`src/rtl/hazard_pkg.sv`:
```
// Shared types for the decode-stage hazard/forwarding controller: operand-select
// encoding, per-stage destination tracking entry, and the hardwired-zero register index.
package hazard_pkg;

  localparam int REG_IDX_W = 5;
  localparam logic [REG_IDX_W-1:0] REG_ZERO = '0;

  typedef enum logic [1:0] {
    FWD_RF    = 2'b00,
    FWD_EXMEM = 2'b01,
    FWD_MEMWB = 2'b10,
    FWD_ALT   = 2'b11
  } fwd_sel_e;

  typedef struct packed {
    logic                 valid;
    logic [REG_IDX_W-1:0] rd;
    logic                 wr;
    logic                 load;
  } dest_entry_t;

endpackage

```
`src/rtl/hazard_dest_stage.sv`:
```
// One pipeline-stage destination tracker; bubble or reset clears only the valid bit,
// the payload fields simply follow the upstream entry.
module hazard_dest_stage
  import hazard_pkg::*;
(
  input  logic        clk,
  input  logic        reset,
  input  logic        bubble,
  input  dest_entry_t d,
  output dest_entry_t q
);

  always_ff @(posedge clk) begin
    q.rd   <= d.rd;
    q.wr   <= d.wr;
    q.load <= d.load;
    if (reset || bubble) begin
      q.valid <= 1'b0;
    end else begin
      q.valid <= d.valid;
    end
  end

endmodule

```
`src/rtl/hazard_forward_unit.sv`:
```
// Decode-stage hazard/forwarding controller: registered EX operand selects, load-use stall.
// Optional performance counters are enabled by defining HAZARD_PERF_CNT_EN.
module hazard_forward_unit
  import hazard_pkg::*;
#(
  parameter int REG_ADDR_W = REG_IDX_W
) (
  input  logic                  clk,
  input  logic                  reset,
  input  logic                  id_valid,
  input  logic [REG_ADDR_W-1:0] id_rs1,
  input  logic [REG_ADDR_W-1:0] id_rs2,
  input  logic                  id_rs1_used,
  input  logic                  id_rs2_used,
  input  logic                  id_a_is_pc,
  input  logic                  id_b_is_imm,
  input  logic [REG_ADDR_W-1:0] id_rd,
  input  logic                  id_reg_write,
  input  logic                  id_is_load,
  input  logic                  ex_flush,
  output logic                  stall,
  output logic [1:0]            fwd_sel_a,
  output logic [1:0]            fwd_sel_b,
  output logic [31:0]           perf_stalls,
  output logic [31:0]           perf_fwds
);

  dest_entry_t id_ent, ex_ent_p0, mem_ent_p1, wb_ent_p2;
  fwd_sel_e    sel_a, sel_b, sel_a_p0, sel_b_p0;
  logic        a_hit_ex, a_hit_mem, b_hit_ex, b_hit_mem;
  logic        adv;
  logic        unused_p2;

  function automatic logic match(input logic used, input logic [REG_ADDR_W-1:0] x,
                                 input dest_entry_t s);
    return used && (x != REG_ZERO) && s.valid && s.wr && (s.rd == x);
  endfunction

  // Youngest producer wins; WB producers are covered by regfile write-through.
  function automatic fwd_sel_e pick_sel(input logic alt, input logic hit_ex, input logic hit_mem);
    if (alt)     return FWD_ALT;
    if (hit_ex)  return FWD_EXMEM;
    if (hit_mem) return FWD_MEMWB;
    return FWD_RF;
  endfunction

  assign id_ent = '{valid: id_valid, rd: id_rd, wr: id_reg_write, load: id_is_load};

  assign a_hit_ex  = match(id_rs1_used, id_rs1, ex_ent_p0);
  assign a_hit_mem = match(id_rs1_used, id_rs1, mem_ent_p1);
  assign b_hit_ex  = match(id_rs2_used, id_rs2, ex_ent_p0);
  assign b_hit_mem = match(id_rs2_used, id_rs2, mem_ent_p1);

  assign sel_a = pick_sel(id_a_is_pc,  a_hit_ex, a_hit_mem);
  assign sel_b = pick_sel(id_b_is_imm, b_hit_ex, b_hit_mem);

  assign stall = id_valid && !ex_flush && !reset && ex_ent_p0.valid && ex_ent_p0.load
                 && (a_hit_ex || b_hit_ex);
  assign adv   = id_valid && !stall && !ex_flush;

  // ---- ID -> EX (p0) ----
  hazard_dest_stage u_ex (
    .clk(clk), .reset(reset), .bubble(!adv), .d(id_ent), .q(ex_ent_p0)
  );

  always_ff @(posedge clk) begin
    if (reset || !adv) begin
      sel_a_p0 <= FWD_RF;
      sel_b_p0 <= FWD_RF;
    end else begin
      sel_a_p0 <= sel_a;
      sel_b_p0 <= sel_b;
    end
  end

  assign fwd_sel_a = sel_a_p0;
  assign fwd_sel_b = sel_b_p0;

  // ---- EX -> MEM (p1) ----
  hazard_dest_stage u_mem (
    .clk(clk), .reset(reset), .bubble(1'b0), .d(ex_ent_p0), .q(mem_ent_p1)
  );

  // ---- MEM -> WB (p2) ----
  hazard_dest_stage u_wb (
    .clk(clk), .reset(reset), .bubble(1'b0), .d(mem_ent_p1), .q(wb_ent_p2)
  );

  assign unused_p2 = ^{mem_ent_p1.load, wb_ent_p2};

`ifdef HAZARD_PERF_CNT_EN
  logic [31:0] stall_cnt, fwd_cnt;
  logic [1:0]  fwd_inc;

  function automatic logic [31:0] sat_add(input logic [31:0] acc, input logic [1:0] inc);
    logic [32:0] sum;
    sum = {1'b0, acc} + {31'b0, inc};
    return sum[32] ? 32'hFFFF_FFFF : sum[31:0];
  endfunction

  function automatic logic is_fwd(input fwd_sel_e s);
    return (s == FWD_EXMEM) || (s == FWD_MEMWB);
  endfunction

  assign fwd_inc = adv ? ({1'b0, is_fwd(sel_a)} + {1'b0, is_fwd(sel_b)}) : 2'd0;

  always_ff @(posedge clk) begin
    if (reset) begin
      stall_cnt <= '0;
      fwd_cnt   <= '0;
    end else begin
      stall_cnt <= sat_add(stall_cnt, {1'b0, stall});
      fwd_cnt   <= sat_add(fwd_cnt, fwd_inc);
    end
  end

  assign perf_stalls = stall_cnt;
  assign perf_fwds   = fwd_cnt;
`else
  assign perf_stalls = 32'h0;
  assign perf_fwds   = 32'h0;
`endif

endmodule

```
`config.mk`:
```
export PLATFORM = sky130hd
export DESIGN_NAME = hazard_forward_unit
export DESIGN_NICKNAME = d
export VERILOG_FILES = /design/src/rtl/hazard_pkg.sv /design/src/rtl/hazard_dest_stage.sv /design/src/rtl/hazard_forward_unit.sv
export SDC_FILE = /design/constraint.sdc
export NUM_CORES = 1
export LEC_CHECK = 0
export CORE_UTILIZATION = 34
export CTS_CLUSTER_SIZE = 14
export DETAILED_ROUTE_END_ITERATION = 10
export GPL_ROUTABILITY_DRIVEN = 1
export PLACE_DENSITY = 0.9
export REMOVE_ABC_BUFFERS = 1
export SYNTH_ARGS = -nofsm -noshare
export SYNTH_HDL_FRONTEND = slang
export SYNTH_HIERARCHICAL = 1
export SYNTH_SLANG_ARGS = --single-unit
```
`constraint.sdc`:
```
create_clock -name clk -period 1.9 [get_ports clk]
set_input_delay 0.19 -clock clk [delete_from_list [all_inputs] [get_ports clk]]
set_output_delay 0.19 -clock clk [all_outputs]
set_load 0.1 [all_outputs]
```
==> results of run 1 <==
-- repair_timing --
| item | in CTS | in global routing |
|---|---|---|
| pin swaps | 12 | 4 |
| setup buffers | 3 | 0 |
| setup endpoints to repair | 5 | 4 |
| resized for setup | 39 | 2 |
-- worst paths after layout --
kind	start	endpoint	cells after the start
worst min register to register	u_ex/q[1]	u_mem/q[1]	0
worst max-delay path	id_rs2[4]	stall	7
worst min-delay path	id_rd[1]	u_ex/q[3]	1
worst max register to register	u_ex/q[4]	fwd_sel_a[1]	5
-- cell type report --
type / instances / area, µm²
flip-flops and latches: 19 / 390.4
inverters: 4 / 15.01
multi-input cells: 112 / 713.2
clock buffers: 4 / 45.04
fillers: 339 / 1871
well taps: 46 / 57.56
repair buffers: 42 / 376.6
-- worst register-to-register path: stages, from the launching register on --
cell	delay [ns]
dfxtp_1	0.39
xor2_1	0.25
nor4_4	0.08
buf_4	0.14
or4_1	0.55
a211oi_2	0.21
-- sequential cells by signal, indices dropped and copies added (netlist names) --
signal / flops
fwd_sel_a: 2
fwd_sel_b: 2
u_ex/q: 8
u_mem/q: 7
-- metrics by stage --
step                total power [mW]  setup TNS (ns)  cells  area, µm²
finish                         1.426       -0.008085    227       1598
global route                   1.476        -0.07687    227       1598
CTS                            1.426        -0.04212    227       1583
detailed placement             1.143          -2.183    220       1454
global placement               1.138          -1.854    220       1454
floorplan                      1.054         -0.8973    135       1031
-- power by group through the flow --
stage	logic (mW)	clock network, mW	registers, mW
after global routing	0.736	0.308	0.433
after global placement	0.700	0	0.438
after floorplan	0.601	0	0.452
after detailed placement	0.704	0	0.439
final	0.716	0.279	0.431
after CTS	0.710	0.286	0.430
-- per-layer routing --
layer | up-vias | share of wire (%) | GRT usage [%]
met5 | - | 0 | 0
met4 | 0 | 1.7 | 5.233
met3 | 4 | 7.5 | 2.536
met2 | 62 | 56 | 21.24
met1 | 370 | 35 | 10.54
li1 | 403 | - | -
==> results.py, run 1 <==
metrics = {
    "floorplan": {
        "start_util_pct": 36.65,
        "dieArea_um2": 3987,
        "io_pins": 94,
        "dieHeight_um": 63.15,
        "num_rows": 21,
        "fp.coreArea_um2": 3468,
        "die_w_um": 63.15,
    },
    "worst_setup_path": {
        "critPathKind": "primary input to primary output",
        "crit_path_end_kind": "primary output",
        "crit_family": "simple AND/OR/NAND/NOR gates",
        "crit_path_max_fanout": 3,
        "path_buf_inv": 2,
        "start_kind": "primary input",
        "path_cells": "clkdlybuf4s15_2, or4_4, o21ai_4, nor4_2, o211a_2, nor2b_4, buf_12",
        "r2r_slack_ns": 0.20,
        "worstPathArrival_ns": 1.72,
        "slowest_stage": "or4_4",
        "slowest_delay_ns": 0.54,
        "cp.required_ns": 1.71,
    },
    "power_and_ir_drop": {
        "switching_share_pct": 53.82,
        "peakVddDrop_uv": 347.1,
        "powerDensity_nw_per_um2": 892.5,
        "power_switching_mw": 0.7675,
        "p_leak_nw": 0.7249,
        "p_int_mw": 0.6585,
        "pwr-share-seq_pct": 30.2,
        "pwr-share-clk_pct": 19.5,
        "combPwrFrac_pct": 50.2,
    },
    "placement": {
        "preCtsSetupSlack_ns": -0.4720,
        "port_buffers": 29,
        "gp_congestion": 0.8054,
        "dpl.hpwl_um": 1726,
    },
    "final_layout": {
        "fin_nets": 207,
        "diodes": 0,
        "final_cell_mix": "conb_1 (65), buf_4 (17), dfxtp_1 (15)",
        "areaGrowthSynthToFinish_pct": 25.69,
        "drive_gt1_share_pct": 25.97,
        "fin_util_pct": 46.07,
        "layout_commonest_cell": "conb_1",
    },
    "detailed_routing": {
        "wl_per_cell_um": 9.573,
        "ant_nets": 0,
        "post-route-drc-count": 0,
        "via_per_inst": 3.696,
        "wl_um": 2173,
        "drtIter0Drc": 11,
        "vias": 839,
        "drt_pass1_iterations": 3,
    },
    "grt": {
        "antenna_found_initial": 0,
        "grt_pass1_wl_um": 3270,
        "grt_usage_pct": 10.90,
        "grt_max_degree": 11,
        "grt_pass1_vias": 765,
        "overflow": 0,
    },
    "clock_tree": {
        "clk_latency_ns": 0.26,
        "cts_buffer_depth": 2,
        "cts_sinks": 19,
        "tritoncts": "built",
        "holdBufCountCts": 0,
        "cts.root.buffer_cell": "clkbuf_8",
        "path_clk_slew_ns": 0.07,
        "numCtsBuffers": 3,
        "cts_max_level": 1,
    },
    "sta": {
        "fin_worst_skew_ns": 0.003059,
        "finalCritPeriodShare_pct": 100.4,
        "final-setup-viol-count": 1,
        "rsz0062_at_grt": "yes",
        "hold_violations": 0,
        "slew_viol_final": 0,
        "timing.fmax_mhz": 524.1,
        "period_needed_ns": 1.908,
        "hold_slack_ns": 0.3625,
        "timing.final.ws_setup_ns": -0.008085,
    },
    "job": {
        "maxCapViolCount": 0,
    },
    "outcome": {
        "status": "finished with violations",
        "violations": "setup timing",
    },
    "synthesis": {
        "ys_warn_count": 6,
        "syn_area_um2": 1271,
        "netlist_instances": 135,
        "syn_area_per_cell_um2": 9.416,
    },
    "worst_hold_path": {
        "hp-class": "primary input to flip-flop",
    },
}
Note: power is estimated with default switching activity, not from simulation.
==> run 2: changes to the inputs <==
- clock period: 1.9 -> 2.02 ns (I/O delays scaled with it)
==> run 2 against run 1 <==
  * The flow still finishes with violations (setup timing)
  * First-iteration DRC count shrank 36%
  * Register-to-register slack gained 0.18 ns
  * Routed wire length shrank 12%
  * Via count grew 0.24%
  * Clock skew is essentially flat
  * Sequential cell count is the same
==> results.py, run 2 (same netlist as run 1, synthesis figures left out) <==
metrics = {
    "outcome": {
        "status": "finished with violations",
        "violations": "setup timing",
    },
    "final_layout": {
        "fin_nets": 206,
        "drive_gt1_share_pct": 19.44,
        "diodes": 0,
        "largest_reg_flops": 8,
        "fin_cells": 226,
        "final_cell_mix": "conb_1 (65), xnor2_1 (18), dfxtp_1 (17)",
        "largestRegisters": "u_ex/q: 8 flops, u_mem/q: 7 flops",
        "final_area_um2": 1560,
        "fillers": 340,
        "layout_commonest_cell": "conb_1",
        "areaGrowthSynthToFinish_pct": 22.74,
        "regMostFlops": "u_ex/q",
        "fin_util_pct": 44.99,
    },
    "worst_setup_path": {
        "r2r_start": "u_ex/q[4]",
        "crit_path_end_kind": "primary output",
        "path_buf_inv": 2,
        "r2r_slack_ns": 0.38,
        "crit_family": "simple AND/OR/NAND/NOR gates",
        "critPathKind": "primary input to primary output",
        "worstPathArrival_ns": 1.82,
        "path_cells": "clkdlybuf4s15_1, or4_4, o21ai_4, nor4_2, o211a_2, nor2b_4, buf_12",
        "crit_path_max_fanout": 3,
        "cp.required_ns": 1.82,
        "reg2reg_to": "u_ex/q[7]",
        "start_kind": "primary input",
        "slowest_stage": "or4_4",
        "slowest_delay_ns": 0.57,
        "reg2reg_depth": 6,
    },
    "placement": {
        "placed_cells": 220,
        "dpl.hpwl_um": 1643,
        "gp_congestion": 0.8081,
        "place_area_um2": 1454,
        "port_buffers": 29,
    },
    "power_and_ir_drop": {
        "powerDensity_nw_per_um2": 853.2,
        "p_leak_nw": 0.7056,
        "power.total_mw": 1.331,
        "peakVddDrop_uv": 312.6,
    },
    "clock_tree": {
        "numCtsBuffers": 3,
        "cts.root.buffer_cell": "clkbuf_8",
        "path_clk_slew_ns": 0.07,
        "cts_sinks": 19,
        "tritoncts": "built",
        "cts_max_level": 1,
        "clk_latency_ns": 0.25,
        "cts_buffer_depth": 2,
    },
    "floorplan": {
        "dieHeight_um": 63.15,
        "num_rows": 21,
        "io_pins": 94,
        "start_util_pct": 36.65,
        "dieArea_um2": 3987,
        "fp.coreArea_um2": 3468,
        "die_w_um": 63.15,
    },
    "detailed_routing": {
        "drt_pass1_iterations": 2,
        "wl_um": 1908,
        "vias": 841,
        "via_per_inst": 3.721,
        "ant_nets": 0,
        "wl_per_cell_um": 8.442,
        "drtIter0Drc": 7,
        "post-route-drc-count": 0,
    },
    "job": {
        "maxCapViolCount": 0,
    },
    "sta": {
        "hold_violations": 0,
        "timing.fmax_mhz": 494.6,
        "slew_viol_final": 0,
        "finalCritPeriodShare_pct": 100.1,
        "fin_worst_skew_ns": 0.002728,
        "timing.final.ws_setup_ns": -0.001731,
        "rsz0062_at_grt": "yes",
        "final-setup-viol-count": 1,
        "period_needed_ns": 2.022,
    },
    "worst_hold_path": {
        "whs_endpoint": "u_mem/q[1]",
        "hp-class": "flip-flop to flip-flop",
        "hp-start": "u_ex/q[1]",
        "hold_depth": 0,
    },
    "grt": {
        "grt_pass1_vias": 734,
        "overflow": 0,
        "grt_max_degree": 11,
        "antenna_found_initial": 0,
        "grt_usage_pct": 9.733,
        "grt_pass1_wl_um": 3049,
    },
}
-- run 2: repair_timing --
item / CTS / global route
hold buffers: 0 / 0
gates resized for setup: 18 / 4
pin swaps: 6 / 1
buffers inserted: 2 / 0
setup endpoints to repair: 4 / 1
-- run 2: worst max path at each step --
stage / start / to / slack, ns / depth (start not counted)
floorplan: u_ex/q[3] / stall / -0.79 / 5
global placement: id_rs2[0] / stall / -0.34 / 7
detailed placement: id_rs2[4] / stall / -0.37 / 7
CTS: id_rs2[0] / stall / 0.004 / 7
global route: id_rs1[1] / stall / -0.06 / 7
finish: id_rs1[1] / stall / -0.002 / 7
-- run 2: report_power, final --
group	leakage (nW)	switching (mW)	internal (mW)
Clock	0.0228	0.121	0.140
Sequential	0.158	0.0127	0.392
Combinational	0.524	0.582	0.0840
Total	0.706	0.715	0.616
-- run 2: metal layers --
metal | global-route usage [%] | up-vias | wire [µm]
li1 | - | 402 | -
met3 | 1.812 | 3 | 150
met4 | 3.488 | 0 | 22
met2 | 18.15 | 60 | 998
met5 | 0 | - | 0
met1 | 10.79 | 376 | 736
-- run 2: metrics by stage --
stage / worst slack (ns) / hold WS, ns / setup TNS, ns
floorplan: -0.7893 / 0.2297 / -0.7893
global placement: -0.3424 / 0.3408 / -1.238
detailed placement: -0.3654 / 0.3434 / -1.467
CTS: 0.004040 / 0.3559 / 0
global route: -0.05703 / 0.3697 / -0.05703
finish: -0.001731 / 0.3563 / -0.001731
-- run 2: cell type report --
type                       instances  area, µm²  share of cell area [%]
inverter                           4      15.01                  0.9623
tap                               46      57.56                   3.689
sequential                        19      382.9                   24.54
clock buffer                       4      45.04                   2.887
multi-input combinational        112      683.2                   43.78
timing repair buffer              41      376.6                   24.14
